$ cat src/rtl/perceptron_pkg.sv
// Shared types and constants for the perceptron training sequencer.
package perceptron_pkg;

  typedef enum logic [2:0] {
    IDLE,
    DRIVE,
    CHECK,
    EPOCH_END,
    DONE
  } state_t;

  localparam logic [1:0]  RES_POS   = 2'b01;
  localparam logic [1:0]  RES_NEG   = 2'b11;
  localparam int unsigned LABEL_BIT = 7;

  // A result is correct only for the exact code matching the label sign.
  function automatic logic result_ok(input logic label, input logic [1:0] res);
    return label ? (res == RES_POS) : (res == RES_NEG);
  endfunction

endpackage

$ cat src/rtl/perceptron_sample_mem.sv
// Training-set register file: synchronous clear on reset, one write port,
// one combinational read port.
module perceptron_sample_mem #(
  parameter int unsigned NUM_SAMPLES = 8,
  parameter int unsigned ADDR_W      = 3
) (
  input  logic              clk,
  input  logic              reset,
  input  logic              wr_en,
  input  logic [ADDR_W-1:0] wr_addr,
  input  logic [7:0]        wr_data,
  input  logic [ADDR_W-1:0] rd_addr,
  output logic [7:0]        rd_data
);

  logic [7:0] mem [NUM_SAMPLES];

  // Clear every entry on reset, otherwise accept in-range writes.
  always_ff @(posedge clk) begin
    if (!reset) begin
      for (int unsigned i = 0; i < NUM_SAMPLES; i++) mem[i] <= '0;
    end else if (wr_en && (32'(wr_addr) < NUM_SAMPLES)) begin
      mem[wr_addr] <= wr_data;
    end
  end

  // Out-of-range reads return zero.
  always_comb begin
    rd_data = '0;
    if (32'(rd_addr) < NUM_SAMPLES) rd_data = mem[rd_addr];
  end

endmodule

$ cat src/rtl/perceptron_trainer.sv
// Training sequencer: replays the sample set to the perceptron core epoch
// after epoch, grades each result and stops on convergence or MAX_EPOCHS.
// Optional feature: define MISS_MASK_EN to add the per-sample miss_mask output.
module perceptron_trainer
  import perceptron_pkg::*;
#(
  parameter int unsigned NUM_SAMPLES = 8,
  parameter int unsigned ADDR_W      = 3,
  parameter int unsigned MAX_EPOCHS  = 32,
  parameter int unsigned SETTLE      = 2
) (
  input  logic                   clk,
  input  logic                   reset,
  input  logic                   load_en,
  input  logic [ADDR_W-1:0]      load_addr,
  input  logic [7:0]             load_data,
  input  logic                   start,
  input  logic [7:0]             threshold_in,
  output logic [6:0]             p_in,
  output logic [7:0]             p_threshold,
  output logic                   p_exp_res,
  input  logic [1:0]             p_result,
  output logic                   busy,
  output logic                   done,
  output logic                   converged,
  output logic [7:0]             epoch_count,
  output logic [7:0]             err_count
`ifdef MISS_MASK_EN
  ,
  output logic [NUM_SAMPLES-1:0] miss_mask
`endif
);

  localparam logic [ADDR_W-1:0] LAST_IDX = ADDR_W'(NUM_SAMPLES - 1);

  state_t            state;
  logic [ADDR_W-1:0] idx;
  logic [7:0]        settle_cnt;
  logic [7:0]        work_err;
  logic [ADDR_W-1:0] rd_addr;
  logic [7:0]        rd_data;
  logic              idle_like;
  logic              mem_wr;
  logic              start_ok;
  logic              mistake;

  assign idle_like = (state == IDLE) || (state == DONE);
  assign mem_wr    = load_en && idle_like;
  assign start_ok  = start && !load_en && idle_like;
  assign mistake   = (state == CHECK) && !result_ok(p_exp_res, p_result);

  // Address the sample that will be driven on the next DRIVE entry.
  always_comb begin
    rd_addr = '0;
    if (state == CHECK) rd_addr = idx + ADDR_W'(1);
  end

  perceptron_sample_mem #(
    .NUM_SAMPLES (NUM_SAMPLES),
    .ADDR_W      (ADDR_W)
  ) u_mem (
    .clk     (clk),
    .reset   (reset),
    .wr_en   (mem_wr),
    .wr_addr (load_addr),
    .wr_data (load_data),
    .rd_addr (rd_addr),
    .rd_data (rd_data)
  );

  // Threshold is a plain one-cycle pipeline to the core.
  always_ff @(posedge clk) begin
    if (!reset) p_threshold <= '0;
    else        p_threshold <= threshold_in;
  end

  // Sequencer FSM with all status and core-facing outputs registered.
  always_ff @(posedge clk) begin
    if (!reset) begin
      state       <= IDLE;
      idx         <= '0;
      settle_cnt  <= '0;
      work_err    <= '0;
      epoch_count <= '0;
      err_count   <= '0;
      busy        <= 1'b0;
      done        <= 1'b0;
      converged   <= 1'b0;
      p_in        <= '0;
      p_exp_res   <= 1'b0;
    end else begin
      case (state)
        IDLE, DONE: begin
          if (start_ok) begin
            state       <= DRIVE;
            idx         <= '0;
            settle_cnt  <= '0;
            work_err    <= '0;
            epoch_count <= '0;
            done        <= 1'b0;
            converged   <= 1'b0;
            busy        <= 1'b1;
            p_in        <= rd_data[6:0];
            p_exp_res   <= rd_data[LABEL_BIT];
          end
        end
        DRIVE: begin
          if (settle_cnt == 8'(SETTLE - 1)) state <= CHECK;
          else                              settle_cnt <= settle_cnt + 8'd1;
        end
        CHECK: begin
          if (mistake && (work_err != 8'hFF)) work_err <= work_err + 8'd1;
          if (idx == LAST_IDX) begin
            state     <= EPOCH_END;
            p_in      <= '0;
            p_exp_res <= 1'b0;
          end else begin
            state      <= DRIVE;
            idx        <= idx + ADDR_W'(1);
            settle_cnt <= '0;
            p_in       <= rd_data[6:0];
            p_exp_res  <= rd_data[LABEL_BIT];
          end
        end
        EPOCH_END: begin
          epoch_count <= epoch_count + 8'd1;
          err_count   <= work_err;
          if (work_err == '0) begin
            state     <= DONE;
            done      <= 1'b1;
            converged <= 1'b1;
            busy      <= 1'b0;
          end else if ((epoch_count + 8'd1) == 8'(MAX_EPOCHS)) begin
            state     <= DONE;
            done      <= 1'b1;
            converged <= 1'b0;
            busy      <= 1'b0;
          end else begin
            state      <= DRIVE;
            work_err   <= '0;
            idx        <= '0;
            settle_cnt <= '0;
            p_in       <= rd_data[6:0];
            p_exp_res  <= rd_data[LABEL_BIT];
          end
        end
        default: state <= IDLE;
      endcase
    end
  end

`ifdef MISS_MASK_EN
  logic [NUM_SAMPLES-1:0] work_mask;

  // Per-epoch record of which samples were graded wrong.
  always_ff @(posedge clk) begin
    if (!reset || start_ok) begin
      work_mask <= '0;
      miss_mask <= '0;
    end else if (mistake) begin
      work_mask[idx] <= 1'b1;
    end else if (state == EPOCH_END) begin
      miss_mask <= work_mask;
      work_mask <= '0;
    end
  end
`endif

endmodule

$ cat config.mk
export PLATFORM = sky130hd
export DESIGN_NAME = perceptron_trainer
export DESIGN_NICKNAME = d
export VERILOG_FILES = /design/src/rtl/perceptron_pkg.sv /design/src/rtl/perceptron_sample_mem.sv /design/src/rtl/perceptron_trainer.sv
export SDC_FILE = /design/constraint.sdc
export NUM_CORES = 1
export LEC_CHECK = 0
export CORE_MARGIN = 8
export CORE_UTILIZATION = 49
export CTS_CLUSTER_SIZE = 30
export DETAILED_ROUTE_END_ITERATION = 8
export DONT_BUFFER_PORTS = 1
export GPL_TIMING_DRIVEN = 0
export SETUP_SLACK_MARGIN = 0.02
export SYNTH_ARGS = -nofsm -noshare
export SYNTH_HDL_FRONTEND = slang
export SYNTH_HIERARCHICAL = 1
export SYNTH_SLANG_ARGS = --single-unit
$ cat constraint.sdc
create_clock -name clk -period 7.5 [get_ports clk]
set_clock_uncertainty 0.05 [all_clocks]
set_input_delay 0.75 -clock clk [delete_from_list [all_inputs] [get_ports clk]]
set_output_delay 0.75 -clock clk [all_outputs]
set_load 0.02 [all_outputs]
## After elaboration in Yosys (flattened, before gate mapping)

Memories as Yosys holds them, arrays and structs flattened.
Cells that the tools add are included.

| storage, ports and cells | value |
|---|---|
| input port bits | 25 |
| register bits | 57 |
| bits in writable memories | 64 |
| output and inout port bits | 35 |
| memories | 1 |
| logic and storage cells | 106 |

| operators by class | value |
|---|---|
| add/subtract/negate cells | 4 |
| equality and inequality tests | 18 |
| multiplexer cells | 49 |
| reduce and logical (&&, ||, !) cells | 22 |

Memories:

| name | words | width | read ports | clocked after Yosys merged registers in | wr ports | RTL line | text |
|---|---|---|---|---|---|---|---|
| u_mem.mem | 8 | 8 | 1 | 0 | 8 | perceptron_sample_mem.sv:16 | `logic [7:0] mem [NUM_SAMPLES];` |

Operators with widths:

| kind | count |
|---|---|
| 8-bit two-way mux | 7 |
| 8-bit case mux with 4 select lines | 1 |
| 3-bit two-way mux | 10 |
| 7-bit two-way mux | 4 |
| 8-bit by 1-bit adder with 8-bit output, second input constant | 3 |
| 8-bit case mux with 3 select lines | 1 |
| 7-bit case mux with 3 select lines | 1 |
| 1-bit two-way mux | 17 |
| 8-bit case mux with 2 select lines | 1 |
| 2-bit inequality test, second input constant | 6 |
| 3-bit case mux with 4 select lines | 1 |
| 5-bit AND reduction | 2 |
| 3-bit case mux with 3 select lines | 1 |
| 8-bit by 1-bit equality test with 1-bit output, second input constant | 1 |
| 8-bit by 6-bit equality test with 1-bit output, second input constant | 1 |
| 8-bit zero test | 1 |
| 8-bit inequality test, second input constant | 1 |
| 8-bit OR reduction | 1 |
| 3-bit by 2-bit equality test with 1-bit output, second input constant | 2 |
| 3-bit equality test, second input constant | 2 |
| 1-bit case mux with 2 select lines | 3 |
| 6-bit AND reduction | 1 |
| 1-bit logical AND | 5 |
| 2-bit AND reduction | 2 |
| other kinds (17) | 18 |

## Depth between registers and ports, before layout

Gate-level depths: netlist of the first run.

| depth | value |
|---|---|
| word-level depth | 8 |
| mapped depth | 10 |
| depth with buffers taken out | 8 |

## Cells and area by module

Netlist of the first run, hierarchy kept.

Modules (own cells, without submodules):

| module | sequential area each (um2) | cells each | area each (um2) | instances |
|---|---|---|---|---|
| perceptron_sample_mem | 1921.8 | 194 | 2980.4 | 1 |
| perceptron_trainer | 1141.1 | 325 | 2758.9 | 1 |

## Least setup slack after synthesis of the first run

No wires, ideal clock.

| timing | value |
|---|---|
| path kind | reg2reg |
| from | register state[2] |
| to | register p_in[0] |
| cell stages (with the launch flop) | 10 |
| arrival time | 2.219 ns |
| period minus slack after synthesis | 2.386 ns |
| library setup time | 0.117 ns |
| setup slack | 5.114 ns |
| required time | 7.333 ns |
| buffers on the path | 3 |
| cell sequence | dfxtp_1 > buf_2 > nand2b_1 > nor2_1 > and2_1 > clkbuf_1 > buf_2 > mux4_2 > mux2_2 > a22o_1 |

| between the ends | value |
|---|---|
| word-level cells in the longest chain between the ends | 6 |
| elaborated cells on any way between the ends | 19 |
| those cells by class | eq/ne: 6; mux: 6; reduce/logical: 6; memory: 1 |

Ends and longest elaborated chain:

| what | RTL line | text |
|---|---|---|
| from (decl) | perceptron_trainer.sv:36 | `state_t state;` |
| from (signal assigned) | perceptron_trainer.sv:80 | `state <= IDLE;` |
| from (signal assigned) | perceptron_trainer.sv:95 | `state <= DRIVE;` |
| from (signal assigned) | perceptron_trainer.sv:108 | `if (settle_cnt == 8'(SETTLE - 1)) state <= CHECK;` |
| 3-bit by 2-bit equality test with 1-bit output (*) | perceptron_trainer.sv:55 | `if (state == CHECK) rd_addr = idx + ADDR_W'(1);` |
| 3-bit two-way mux (*) | perceptron_trainer.sv:55 |  |
| via rd_addr[2] | perceptron_trainer.sv:40 | `logic [ADDR_W-1:0] rd_addr;` |
| memory read 8 x 8 bit (*) | -- |  |
| via rd_data[0] | perceptron_trainer.sv:41 | `logic [7:0] rd_data;` |
| 7-bit two-way mux | perceptron_trainer.sv:133 | `end else if ((epoch_count + 8'd1) == 8'(MAX_EPOCHS)) begin` |
| 7-bit two-way mux | perceptron_trainer.sv:128 | `if (work_err == '0) begin` |
| 7-bit case mux with 3 select lines (*) | perceptron_trainer.sv:92 | `case (state)` |
| to (signal assigned) | perceptron_trainer.sv:103 | `p_in <= rd_data[6:0];` |
| to (signal assigned) | perceptron_trainer.sv:121 | `p_in <= rd_data[6:0];` |
| to (signal assigned) | perceptron_trainer.sv:143 | `p_in <= rd_data[6:0];` |
| to (decl) | perceptron_trainer.sv:19 | `output logic [6:0] p_in,` |

Mark *: on every way through the listed nets, which the timed path passes. The rest lies on a longest branch. The select of a mux whose other input is x is not followed.
A chain may end at the register's enable or synchronous reset.

==> results, run 1 <==
- The final-report hold violation count is 0.
- The CTS root buffer is clkbuf_16.
- Gates resized during post-CTS repair numbered 0.
- Summing all multi-input logic gate instances after layout gives 0.002431 sq mm.
- The worst-case clock buffer depth is 2.
- Across the VDD grid, the largest voltage drop is 0.2690 mV.
- The combinational fraction of design power is 5.3%.
- On the critical path the largest part of the delay comes from compound AO/OA/AOI/OAI gates.
- The number of different library cells in the post-synthesis netlist is 61.
- The internal cell power is 0.001245 W.
- After layout, the worst setup slack is 4.183 ns.
- The filler cells instantiated in the layout total 1017.
- The synthesis-to-finish area growth is 13.34%.
- The overall via count from detail_route is 4247.
- The total clock buffers created by CTS is 17.
- The horizontal extent of the die is 124.2 microns.
- The count of inserted antenna diode cells is 0.
- The cell with the largest stage delay on the worst path is o31ai_1.
- Synthesis handed over a netlist of 519 instances.
- After layout, the minimum clock period comes to 3.317 ns.
- In the synthesized netlist the async set-or-reset flop fraction comes to 0%.
- The cell area after synthesis is 0.005739 sq mm.
- Net switching is 22.36% of the power.
- Per report_power, the clock group accounts for 49.1% of the total.
- The effective utilization at floorplan is 50.26%.
- The ratio of final minimum period to clock period is 44.23%.
- The power density of the placed cells is 246.6 mW/mm^2.
- The switching component of the power is 0.0003587 W.
- Sorting the synthesized cells by area gives the leading types as edfxtp_1 (33%), dfxtp_1 (20%), mux4_1 (6.9%), nor3_1 (5.1%), a21oi_1 (2.8%).
- The first global-routing pass estimated 22.73 mm of wire.
- During placement, the flow inserted port buffers numbering 0.
- Clock-pin slew was measured on the worst setup and hold paths at 0.05 ns.
- Based on the critical path, the design can be clocked at up to 301.5 MHz.
- The share of the core filled with cells in the final layout is 56.97%.
- Of the post-synthesis cell area, the dominant cell type holds 33.49%.
- The worst setup path is launched from a register.
- The post-synthesis sequential element count is 121.
- The number of nets produced by synthesis is 552.
- The CTS sink count is 121.
- The synthesis warning total is 6.
- The number of buffer and inverter instances along the worst setup path is 2.
- The total count of max-transition violations in the final report is 0.
- The die area is 0.01543 sq mm.
- Summed over all cells, the static leakage comes to 2.240 nW.
- The number of hold-repair buffers added at the cts stage is 0.
- The total DRC errors in the routed layout is 0.
- Across every metal layer, demand over resource in global routing totals 18.71%.
- The total area of sequential cells is 0.003063 sq mm.
- Data on the critical path is required at its endpoint by 7.48 ns.
- The largest net degree at the start of global routing is 17.
- Pin placement for this block handled 60 I/O pins.
- The kind of end point of the critical path is a register.
- The number of setup buffers added after CTS is 0.
- The number of nets with antenna violations after detailed routing is 0.
- For this run, the leading register cell type out of synthesis is edfxtp_1.
- The HPWL reported at the end of detailed placement is 9.997 mm.
- TritonCTS built the clock tree.
- The run finished with clean final reports.
- The die extent in y is 124.2 microns.
- The later pin in the worst-skew pair is clocked with a latency of 0.43 ns.
- Yosys mapped a number of flops with a built-in enable equal to 64.
- Setup violations remaining at the end of the flow were counted as 0.
- The initial antenna violation count came to 0.
- The via count of the first global-routing pass is 4236.
- The synthesized area per cell is 11.06 sq um.
- Summing the sequential cell areas from Yosys gives 53.37% of the chip area.
- The pre-antenna-repair detailed-routing pass consisted of 5 iterations.
- Registers are responsible for 45.6% of the overall power.
- For the pin with the worst max-slew slack, the measured transition is 1.420 ns.
- The congestion estimate from routability-driven global placement came to 0.8626.
- The number of max-capacitance violations reported is 0.
- In this run the standard cell core region covers 0.01142 sq mm.
- Setup repair after global routing left no endpoint under its margin.
- The total congestion overflow after global routing is 0.
- The total detailed-routing wirelength is 14.36 mm.
- The setup total negative slack is 0 ns.
- The first routing iteration left 360 violations.
- The critical path's largest stage delay is 1.22 ns.
- The net count of the finished layout is 572.
- The most common cell in the synthesized netlist is edfxtp_1.
- After synthesis, the most frequently instantiated cells are edfxtp_1 (64), nor3_1 (59), dfxtp_1 (57).
- Data on the critical path arrives at its endpoint at 3.30 ns.
- The signal on the critical path passes through buf_6, clkbuf_1, nor3b_1, nand3_1, o31ai_1.
- The worst setup path category is register to register.
- The number of vias per cell after detailed routing is 6.111.
- The standard-cell row count is 39.
- Of the cells placed in the final design, the portion with a size suffix greater than 1 is 11.78%.
- After detailed routing, the average wire length per cell comes to 20.66 microns.
- The maximum level of the CTS H-tree is 4.
- The path class of the tightest hold or removal check is primary input to register.
- The post-placement worst setup slack is 4.073 ns.
- The relative max-transition margin is 4.496%.
- Of all cell types, the one taking the most synthesized area is edfxtp_1.
- The highest fanout seen on the critical path is 10.
power groups by stage:
stage / Sequential (W) / Clock (W) / Combinational [W]
final: 0.000732 / 0.000787 / 0.0000849
after global routing: 0.000734 / 0.000831 / 0.0000925
after CTS: 0.000732 / 0.000802 / 0.0000843
after detailed placement: 0.000746 / 0 / 0.0000840
after global placement: 0.000745 / 0 / 0.0000833
after floorplan: 0.000742 / 0 / 0.0000592
path summary, 6_finish.rpt:
kind / cells past startpoint / startpoint / end / slack, ns
setup / recovery: 5 / state[1] / u_mem/mem[1][3] / 4.18
hold / removal: 1 / threshold_in[0] / p_threshold[0] / 0.40
setup reg to reg: 5 / state[1] / u_mem/mem[1][3] / 4.18
hold reg to reg: 2 / idx[1] / idx[1] / 0.43
registers in the layout, indices dropped and copies added, names as in the netlist:
| name | cells |
|---|---|
| busy | 1 |
| u_mem/mem | 64 |
| p_threshold | 8 |
| settle_cnt | 8 |
| done | 1 |
| converged | 1 |
| epoch_count | 8 |
| work_err | 8 |
| p_exp_res | 1 |
| p_in | 7 |
| state | 3 |
| idx | 3 |
| err_count | 8 |
layer usage:
layer | global-route usage [%] | share of wire [%]
met5 | 0 | 0
met4 | 7.938 | 1.4
met3 | 5.787 | 6.5
met2 | 33.34 | 53
met1 | 19.97 | 39
worst register-to-register path, delay by kind of cell (launching register included):
family	cells	cell delay (ns)
compound gates	1	1.22
buf+inv	2	0.33
flops	1	0.30
simple gates	2	1.03
stage by stage:
step | cell area (sq um) | std cells | total power, W | hold WS, ns
final | 6505 | 695 | 0.001604 | 0.4042
after global routing | 6505 | 695 | 0.001658 | 0.3936
after CTS | 6500 | 694 | 0.001619 | 0.3830
after detailed placement | 5918 | 662 | 0.0008301 | 0.4246
after global placement | 5918 | 662 | 0.0008282 | 0.3997
after floorplan | 5739 | 519 | 0.0008013 | 0.3885
cells by family after synthesis:
| logic type | Yosys count | synth area share [%] |
|---|---|---|
| adders and majority gates | 8 | 1.744 |
| AOI/OAI and AO/OA | 97 | 11.71 |
| xor gates and xnor gates | 3 | 0.4579 |
| and+or+nand+nor | 209 | 19.10 |
| buffers and inverters | 54 | 4.273 |
| DFF | 121 | 53.37 |
| muxes | 27 | 9.353 |
final cells by class:
| class | instances | share of cell area [%] |
|---|---|---|
| Sequential cell | 121 | 47.09 |
| Multi-Input combinational cell | 344 | 37.37 |
| Clock buffer | 20 | 7.021 |
| Buffer | 38 | 2.847 |
| Tap cell | 143 | 2.751 |
| Clock inverter | 12 | 1.923 |
| Inverter | 16 | 0.9233 |
| Timing Repair Buffer | 1 | 0.07694 |
cells in the final DEF (no fill, tap or decap), types with 3 or more instances in the layout:
cell,Yosys,layout
a211oi_1,3,3
a21oi_1,32,32
a22o_1,8,8
a311oi_1,4,4
and2_1,10,10
buf_1,4,4
buf_2,9,9
clkbuf_1,22,23
clkbuf_16,0,17
clkinv_2,0,3
clkinvlp_4,0,5
dfxtp_1,57,57
edfxtp_1,64,64
ha_1,8,8
inv_1,16,16
mux2_2,8,8
mux2i_1,3,3
mux4_1,15,15
nand2_1,39,39
nand2b_1,6,6
nand3_1,11,11
nand4_1,4,4
nor2_1,31,31
nor2b_1,5,5
nor3_1,59,59
nor4_1,21,21
o21a_1,3,3
o21ai_0,21,20
o31ai_1,9,9
or4_1,5,5
(Power assumes the default switching activity.)
==> inputs of run 2 (changes only) <==
- PLACE_DENSITY: not set -> 0.66
- clock period: 7.5 -> 2.8 ns (I/O delays scaled with it)
==> results, run 2 (same netlist as run 1, synthesis figures left out) <==
- The HPWL reported at the end of detailed placement is 9.441 mm (-5.6%).
- The die area was 0.01543 sq mm (unchanged).
- The switching share of power is 21.30% (-1.1 points).
- The total clock buffers created by CTS is 17 (unchanged).
- The clock transition time at the flip-flop clock pins of the worst setup and hold paths was 0.05 ns (about the same).
- The worst setup path category is register to register.
- The final reports fail on setup timing.
- The horizontal extent of the die is 124.2 microns (unchanged).
- The effective utilization at floorplan is 50.26% (unchanged).
- The static leakage is 2.321 nW (+3.6%).
- The combinational fraction of design power came to 5.3% (about the same).
- The depth of the most critical reg-to-reg path was 5 (unchanged).
- The number of input and output port buffers inserted was 0 (unchanged).
- The core box area is 0.01142 sq mm (unchanged).
- The total count of max-transition violations in the final report was 0 (unchanged).
- Grouping stages by cell kind, the critical path spends the most delay in simple AND/OR/NAND/NOR gates.
- The number of max-capacitance violations reported was 0 (unchanged).
- The total of endpoints with negative setup slack in the final report is 32 (+32).
- The CTS root buffer is clkbuf_16.
- The critical path depth in cells is 5 (unchanged).
- STA classifies the critical path startpoint as a register.
- The critical path's largest stage delay is 0.78 ns (-0.44 ns).
- The number of vias per cell after detailed routing is 6.037 (-1.2%).
- The overall via count from detail_route is 4238 (-0.21%).
- The power density of the placed cells is 680.5 mW/mm^2 (+180%).
- The worst setup margin is -0.03120 ns (-4.214 ns).
- The total DRC errors in the routed layout is 0 (unchanged).
- The power share of the clock group was 51.8% (+2.7 points).
- The CTS sink count is 121 (unchanged).
- The ratio of final minimum period to clock period is 101.1% (+57 points).
- The arrival time of the worst setup path came to 2.83 ns (-0.47 ns).
- From synthesis to final layout, the design area changed by 16.94%.
- The sequential fraction of design power is 42.9% (-2.7 points).
- The register bank with the most flops is u_mem/mem.
- The number of buffer and inverter instances along the worst setup path was 2 (unchanged).
- The largest net degree at the start of global routing is 17 (unchanged).
- The total track usage is 18.04% (-0.67 points).
- The cell with the largest stage delay on the worst path is o21ai_1.
- The setup total negative slack is -0.7540 ns (-0.7540 ns).
- The switching component of the power was 0.0009728 W (+170%).
- The net count of the finished layout is 579 (+1.2%).
- The later-pin clock latency in the skew report was 0.42 ns (about the same).
- The post-route total power is 0.004567 W (+180%).
- The initial antenna violation count is 0 (unchanged).
- The worst ir drop on vdd was 0.5841 mV (+120%).
- The count of inserted antenna diode cells was 0 (unchanged).
- The relative max-transition margin was 45.27% (+41 points).
- The worst-case clock buffer depth is 2 (unchanged).
- The clock tree from TritonCTS is done.
- The final standard cell count with taps included and fillers excluded was 702 (+1.0%).
- The top achievable clock speed is 353.2 MHz (+17%).
- The standard-cell row count was 39 (unchanged).
- The number of top-level pins is 60 (unchanged).
- The number of nets with antenna violations after detailed routing was 0 (unchanged).
- The kind of end point of the critical path is a register.
- The number of search-and-repair iterations in the first detailed-routing pass came to 5 (unchanged).
- The wire length of the first global-routing pass is 22.19 mm (-2.4%).
- The highest fanout seen on the critical path is 10 (unchanged).
- The via count of the first global-routing pass is 4256 (+0.47%).
- The measured slew at the worst slew-check pin came to 0.8155 ns (-0.6049 ns).
- The final weighted congestion in routability-driven placement is 0.8871 (+2.8%).
- The run finished, with violations left.
- In this run the worst hold path is classified as primary input to register.
- The maximum level of the CTS H-tree was 4 (unchanged).
- The instance count after placement with tap cells included is 662 (unchanged).
- Setup repair after global routing could not meet its margin everywhere.
- The die extent in y is 124.2 microns (unchanged).
- The number of cells on the worst hold path is 4 (+3).
- The post-layout minimum cycle time is 2.831 ns (-0.4861 ns).
- The internal cell power is 0.003594 W (+190%).
- Leaving out fill and tap cells, the most frequent cells in the layout are edfxtp_1 (64), nor3_1 (59), dfxtp_1 (57), nand2_1 (39), a21oi_1 (32).
- The final-report hold violation count is 0 (unchanged).
- The flip-flop count of the largest register after layout came to 64 (unchanged).
- The number of violations reported at the end of detailed-routing iteration 0 is 322 (-11%).
- The total congestion overflow after global routing is 0 (unchanged).
- The signal on the critical path passes through buf_6, clkbuf_1, nor3b_1, nand3b_1, o21ai_1.
- The total detailed-routing wirelength was 13.78 mm (-4.0%).
- The required time of the critical path was 2.80 ns (-4.68 ns).
- The mean routed wirelength per cell is 19.63 microns (-5.0%).
- The library cell used most frequently in the layout, excluding fill and tap cells, is edfxtp_1.
- The share of cells above drive strength 1 came to 13.24% (+1.5 points).
[run 2: per-stage QoR]
stage / util [%] / hold slack [ns] / setup slack [ns] / area, sq um
5_1_grt: 58.78 / 0.2429 / -0.1468 / 6711
3_5_place_dp: 51.83 / 0.3618 / -0.3959 / 5918
4_1_cts: 58.24 / 0.2193 / -0.2845 / 6650
6_report: 58.78 / 0.2345 / -0.03120 / 6711
2_1_floorplan: - / 0.3573 / 0.4138 / 5739
3_3_place_gp: 51.83 / 0.3595 / -0.3257 / 5918
[run 2: worst reg2reg max path, delay by kind of cell, from the launching register on]
family                 cells  cell delay, ns
flip-flops                 1            0.30
AND/OR/NAND/NOR            2            0.99
buffers and inverters      2            0.33
AO/OA/AOI/OAI              1            0.78
[run 2: worst paths after layout]
path	endpoint	from	slack, ns
worst min register to register	idx[2]	idx[2]	0.42
worst max register to register	u_mem/mem[2][3]	state[1]	-0.03
worst min-delay path	idx[0]	load_en	0.23
worst max-delay path	u_mem/mem[2][3]	state[1]	-0.03
[run 2: power by group through the flow]
| stage | Sequential (W) | Clock (W) | Combinational, W |
|---|---|---|---|
| after detailed placement | 0.00200 | 0 | 0.000220 |
| final | 0.00196 | 0.00237 | 0.000241 |
| after CTS | 0.00196 | 0.00240 | 0.000232 |
| after global routing | 0.00196 | 0.00248 | 0.000263 |
| after floorplan | 0.00199 | 0 | 0.000159 |
| after global placement | 0.00199 | 0 | 0.000217 |
[run 2: repair_timing]
action	in CTS	in global routing
endpoints found under the setup margin	72	72
pin swaps	0	1
buffers inserted	0	1
hold buffers	8	0
endpoints found under the hold margin	8	0
gates resized for setup	7	11
[run 2: layer usage]
metal	part of all wire, %	wire [microns]	GRT usage (%)	vias to the layer above
met4	1.5	201	7.087	0
met3	7.3	1002	6.809	19
met2	53	7291	31.52	144
li1	-	-	-	2046
met5	0	0	0	-
met1	38	5286	19.24	2029
[run 2: final cells by class]
cell class                 count  area (sq um)
fill                         963          4707
sequential                   121          3063
multi-input combinational    344          2485
clock buffer                  19         442.9
clock inverter                13         200.2
buffer                        37         181.4
tap                          143         178.9
timing repair buffer           9         100.1
inverter                      16         60.06
